===== src/rtl/buffer_a_scheduler.sv =====
// Command sequencer and arbiter for the banked A-operand buffer.
// It arbitrates load/send/clear requests, drives the buffer's command, select, dims and stall, and tracks which banks are loaded.
module buffer_a_scheduler #(
    parameter int MMU_SIZE = 10,
    parameter int NUM_BUF  = 10
) (
    input  logic               clk,
    input  logic               rst_n,
    input  logic               load_req,
    input  logic [4:0]         load_buf,
    input  logic [7:0]         load_dim_x,
    input  logic [7:0]         load_dim_y,
    output logic               load_ack,
    input  logic               send_req,
    input  logic [4:0]         send_buf,
    output logic               send_ack,
    output logic               send_done,
    input  logic               clr_req,
    input  logic [4:0]         clr_buf,
    output logic               clr_ack,
    input  logic               a_valid,
    output logic               a_ready,
    output logic [1:0]         buf_cmd,
    output logic [4:0]         buf_sel,
    output logic [7:0]         buf_dim_x,
    output logic [7:0]         buf_dim_y,
    output logic               buf_stop,
    output logic               busy,
    output logic [NUM_BUF-1:0] loaded,
    output logic               err
);
    // state | meaning
    // IDLE  | arbitrate pending requests, ack/reject the winner
    // ISSUE | one-cycle command strobe to the buffer
    // LOAD  | accept dim_x*dim_y beats from the A stream
    // SEND  | stream dim_y[bank] columns to the MMU
    // CLEAR | wait MMU_SIZE cycles while the buffer clears the bank
    typedef enum logic [2:0] {S_IDLE, S_ISSUE, S_LOAD, S_SEND, S_CLEAR} state_t;

    localparam logic [1:0]  CMD_NONE  = 2'b00;
    localparam logic [1:0]  CMD_LOAD  = 2'b01;
    localparam logic [1:0]  CMD_SEND  = 2'b10;
    localparam logic [1:0]  CMD_CLEAR = 2'b11;
    localparam logic [4:0]  NUM_BUF_L = 5'(NUM_BUF);
    localparam logic [7:0]  MMU_L     = 8'(MMU_SIZE);
    localparam logic [15:0] CLR_CYC   = 16'(MMU_SIZE);

    state_t               state_q, state_d;
    logic [1:0]           op_q, op_d;
    logic [4:0]           bank_q, bank_d;
    logic [7:0]           dim_x_q, dim_x_d;
    logic [7:0]           dim_y_q, dim_y_d;
    logic [15:0]          cnt_q, cnt_d;
    logic [NUM_BUF-1:0]   loaded_q, loaded_d;
    logic [7:0]           tbl_q [NUM_BUF];
    logic [7:0]           tbl_d [NUM_BUF];

    logic       is_idle, any_req, sel_clr, sel_send, sel_load;
    logic       bank_loaded, dims_ok, reject;
    logic [4:0] req_bank;
    logic [7:0] bank_dim_y;

    // Fixed-priority arbitration and legality check of the current winner.
    always_comb begin
        is_idle  = (state_q == S_IDLE);
        any_req  = clr_req | send_req | load_req;
        sel_clr  = clr_req;
        sel_send = !clr_req && send_req;
        sel_load = !clr_req && !send_req && load_req;
        req_bank = sel_clr ? clr_buf : (sel_send ? send_buf : load_buf);
        bank_loaded = 1'b0;
        bank_dim_y  = 8'd0;
        for (int i = 0; i < NUM_BUF; i++) begin
            if (req_bank == 5'(i)) begin
                bank_loaded = loaded_q[i];
                bank_dim_y  = tbl_q[i];
            end
        end
        dims_ok = (load_dim_x != 8'd0) && (load_dim_x <= MMU_L) &&
                  (load_dim_y != 8'd0) && (load_dim_y <= MMU_L);
        reject  = (req_bank >= NUM_BUF_L) || (sel_load && !dims_ok) ||
                  (sel_send && !bank_loaded);
    end

    always_ff @(posedge clk) begin
        if (!rst_n) begin
            state_q  <= S_IDLE;
            op_q     <= CMD_NONE;
            bank_q   <= 5'd0;
            dim_x_q  <= 8'd0;
            dim_y_q  <= 8'd0;
            cnt_q    <= 16'd0;
            loaded_q <= '0;
            for (int i = 0; i < NUM_BUF; i++) tbl_q[i] <= 8'd0;
        end else begin
            state_q  <= state_d;
            op_q     <= op_d;
            bank_q   <= bank_d;
            dim_x_q  <= dim_x_d;
            dim_y_q  <= dim_y_d;
            cnt_q    <= cnt_d;
            loaded_q <= loaded_d;
            for (int i = 0; i < NUM_BUF; i++) tbl_q[i] <= tbl_d[i];
        end
    end

    always_comb begin
        state_d  = state_q;
        op_d     = op_q;
        bank_d   = bank_q;
        dim_x_d  = dim_x_q;
        dim_y_d  = dim_y_q;
        cnt_d    = cnt_q;
        loaded_d = loaded_q;
        for (int i = 0; i < NUM_BUF; i++) tbl_d[i] = tbl_q[i];
        case (state_q)
            S_IDLE: begin
                if (any_req && !reject) begin
                    state_d = S_ISSUE;
                    bank_d  = req_bank;
                    dim_x_d = 8'd0;
                    dim_y_d = 8'd0;
                    if (sel_clr) begin
                        op_d  = CMD_CLEAR;
                        cnt_d = CLR_CYC;
                        for (int i = 0; i < NUM_BUF; i++) begin
                            if (req_bank == 5'(i)) begin
                                loaded_d[i] = 1'b0;
                                tbl_d[i]    = 8'd0;
                            end
                        end
                    end else if (sel_send) begin
                        op_d  = CMD_SEND;
                        cnt_d = 16'(bank_dim_y);
                    end else begin
                        op_d    = CMD_LOAD;
                        dim_x_d = load_dim_x;
                        dim_y_d = load_dim_y;
                        cnt_d   = 16'(load_dim_x) * 16'(load_dim_y);
                    end
                end
            end
            S_ISSUE: begin
                case (op_q)
                    CMD_LOAD: state_d = S_LOAD;
                    CMD_SEND: state_d = S_SEND;
                    default:  state_d = S_CLEAR;
                endcase
            end
            S_LOAD: begin
                if (a_valid) begin
                    cnt_d = cnt_q - 16'd1;
                    if (cnt_q == 16'd1) begin
                        state_d = S_IDLE;
                        for (int i = 0; i < NUM_BUF; i++) begin
                            if (bank_q == 5'(i)) begin
                                loaded_d[i] = 1'b1;
                                tbl_d[i]    = dim_y_q;
                            end
                        end
                    end
                end
            end
            S_SEND, S_CLEAR: begin
                cnt_d = cnt_q - 16'd1;
                if (cnt_q == 16'd1) state_d = S_IDLE;
            end
            default: state_d = S_IDLE;
        endcase
    end

    // Acks are combinational so the winner sees its grant in the arbitration cycle.
    always_comb begin
        load_ack  = rst_n && is_idle && sel_load;
        send_ack  = rst_n && is_idle && sel_send;
        clr_ack   = rst_n && is_idle && sel_clr;
        err       = rst_n && is_idle && any_req && reject;
        buf_cmd   = CMD_NONE;
        buf_dim_x = 8'd0;
        buf_dim_y = 8'd0;
        if (state_q == S_ISSUE) begin
            buf_cmd   = op_q;
            buf_dim_x = dim_x_q;
            buf_dim_y = dim_y_q;
        end
        a_ready   = (state_q == S_LOAD);
        buf_stop  = (state_q == S_LOAD) && !a_valid;
        send_done = (state_q == S_SEND) && (cnt_q == 16'd1);
        busy      = !is_idle;
    end

    assign buf_sel = bank_q;
    assign loaded  = loaded_q;

endmodule


===== config.mk =====
export PLATFORM = sky130hd
export DESIGN_NAME = buffer_a_scheduler
export DESIGN_NICKNAME = d
export VERILOG_FILES = /design/src/rtl/buffer_a_scheduler.sv
export SDC_FILE = /design/constraint.sdc
export NUM_CORES = 1
export LEC_CHECK = 0
export ABC_AREA = 0
export CORE_UTILIZATION = 54
export CTS_CLUSTER_DIAMETER = 30
export DETAILED_ROUTE_END_ITERATION = 16
export HOLD_SLACK_MARGIN = 0.08
export PLACE_DENSITY = 0.85
export RECOVER_POWER = 25
export SYNTH_ARGS = -nofsm -noshare
export SYNTH_HDL_FRONTEND = slang
export SYNTH_SLANG_ARGS = --single-unit
export TNS_END_PERCENT = 5

===== constraint.sdc =====
create_clock -name clk -period 4.7 [get_ports clk]
set_input_delay 0.94 -clock clk [delete_from_list [all_inputs] [get_ports clk]]
set_output_delay 0.94 -clock clk [all_outputs]
set_load 0.02 [all_outputs]

==> impl_metrics.ini <==
[status]
run_status = finished clean

[global_route]
antenna_found_initial = 0
grtUsageTotal_pct = 36.0
grt_pass1_wl_mm = 49.6
grt_pass1_vias = 8931
grt_overflow = 0
grt_max_degree = 85

[cts]
cts_made_buffers = 17
holdBufCountCts = 0
clock_sinks = 132
htreeDepth = 4
worstSkewPairLatency_ns = 0.45
path_clk_slew_ns = 0.06
clk_path_buf_depth = 2
cts_root_buf = clkbuf_16
cts_tree = yes

[critical_path]
start_kind = primary input
path_class = in -> out
crit_fanout = 17
cp_cell_sequence = clkdlybuf4s50_1, buf_12, nand2_1, o21ai_1, buf_4, nand4_1, o32a_1, o2111ai_2, a21oi_1, nor3_1, buf_4, dlygate4sd2_1
cp-end-kind = output port
worstPathArrival_ns = 3.64
crit_slowest_cell = clkdlybuf4s50_1
cp_common_cell = buf_4
worstPathRequired_ns = 3.76
cpPeakStageDelay_ns = 0.52
r2r_setup_slack_ns = 1.17

[die]
core-area_um2 = 16700
die_y_um = 133
die_area_um2 = 17700
initial_core_util_pct = 55.6
core.rowCount = 47
die_w_um = 133
pin_count = 78

[placed_design]
placed_cell_area_um2 = 10800
port_buffers = 77
place_congestion = 0.994
dp.cells = 1447
dp_hpwl_mm = 22.7
pre_cts_ws_ns = -0.777

[power_and_ir_drop]
power_w = 0.00503
powerDensity_nw_per_um2 = 441
p_leak_nw = 4.58
vdd_ir_drop_max_mv = 0.288

[detailed_routing]
drtIter0Drc = 1465
drc = 0
ant_nets = 0
firstDrtPassIters = 8
vias = 9808
route.detailed.wl_per_inst_um = 21.4
drt_wl_total_mm = 31.7
via_per_inst = 6.63

[sta]
fin_crit_sh_pct = 97.5
period_minus_slack_ns = 4.58
finalWorstSetupSlack_ns = 0.117
timing.hold.ws_ns = 0.448
finalHoldViolations = 0
slew-limit-headroom_pct = 25.2
final-setup-viol-count = 0
drv_slew = 0
clock_skew_ns = 0.0158
grt_setup_unrepaired = yes
fmax_ghz = 0.218
worst_slew_pin_slew_ns = 1.12

[layout]
num-nets-final = 1358
fillers = 1331
insertedDiodeCount = 0
layout.cells.non_filler = 1479
final_cell_mix = 132 x dfxtp_1, 100 x buf_4, 94 x nand2_1
drive_gt1_share_pct = 14.9
finalInstanceArea_um2 = 11400
area_delta_synth_final_pct = 22.9
final_common_cell = dfxtp_1

[yosys]
synth_edf_count = 0
synth_fp_nets = 1252
avgSynthCellArea_um2 = 8.14
ys_async_sr_fraction_pct = 0
synth_cell_types = 74
netlist_area_um2 = 9280
syn_inst = 1140
seq_area_frac_synth_pct = 28.5
ys_warn_count = 0
synth-seq-cells = 132
synthFlopType = dfxtp_1

[min_path]
hold_class = reg -> reg

[run]
drv_cap = 0
## area by class of cell
cell class | count | area, µm² | area share [%]
clock buffer | 17 | 425 | 3.73
clock inverter | 15 | 144 | 1.26
inverter | 66 | 248 | 2.17
multi-input combinational | 845 | 6080 | 53.3
sequential | 132 | 2640 | 23.2
tap | 220 | 275 | 2.41
timing repair buffer | 184 | 1590 | 13.9
## through the flow
stage	TNS (ns)	utilization, %
final	0	68.3
after global routing	-0.000451	68.3
after CTS	-0.640	67.8
after detailed placement	-6.54	64.4
after global placement	-5.82	64.4
after floorplan	0	-
## worst max-delay path: cells and delay by family
kind / cells / cell delay [ns]
AND/OR/NAND/NOR: 3 / 0.47
AO/OA/AOI/OAI: 4 / 0.83
buffers and inverters: 5 / 1.39
## repair_timing
item                                    in CTS  in global routing
endpoints found under the setup margin      10                 10
gates cloned                                 0                  0
buffers inserted                             0                  0
gates resized for setup                     15                 50
pin swaps                                   10                 12
## routing by layer
| layer | vias up | share of wire [%] | GRT usage [%] |
|---|---|---|---|
| li1 | 4421 | - | - |
| met2 | 686 | 44 | 53.3 |
| met4 | 0 | 2.7 | 12.6 |
| met5 | - | 0 | 0 |
| met3 | 80 | 12 | 6.89 |
| met1 | 4621 | 42 | 52.1 |
## worst paths after layout
| path | from | to | cells after the start |
|---|---|---|---|
| worst max register to register | cnt_q[11] | tbl_q[2][4] | 8 |
| worst min register to register | dim_x_q[1] | dim_x_q[1] | 2 |
| worst min-delay path | dim_x_q[1] | dim_x_q[1] | 2 |
| worst max-delay path | clr_req | err | 12 |
## cell usage after synthesis, types with 13 or more instances
cell type	n	area, µm²
nand4_1	20	125
dfxtp_1	132	2640
inv_1	65	244
nand2_1	94	353
a31oi_1	17	106
o21ai_1	67	335
clkbuf_1	59	221
o2111ai_1	78	683
nand3_1	19	95.1
fa_1	36	721
o22ai_1	20	125
o21ai_0	32	160
nand2b_1	26	163
nor2_1	77	289
buf_1	15	56.3
and2_1	71	444
mux2i_1	19	190
o31ai_1	13	97.6
and3_1	15	93.8
a21oi_1	39	195
nor3_1	27	135
ha_1	39	488
## where the power goes
part	leakage [nW]	internal (W)	switching, W
Clock	0.273	0.000700	0.000593
Combinational	3.24	0.000938	0.00156
Sequential	1.07	0.00118	0.0000662
## flip-flops by register name, summed over array words and instances, names as in the netlist
signal   count
state_q      3
loaded      10
dim_x_q      8
dim_y_q      8
buf_sel      5
cnt_q       16
op_q         2
tbl_q       80
## logic make-up after synthesis
group | synth area share, %
AO/OA/AOI/OAI | 27.1
adder cells (fa/ha/maj) | 13.0
multiplexers | 2.29
buffers and inverters | 7.45
XOR/XNOR | 1.13
AND/OR/NAND/NOR | 20.5
flip-flops | 28.5
Note: power is estimated with default switching activity, not from simulation.
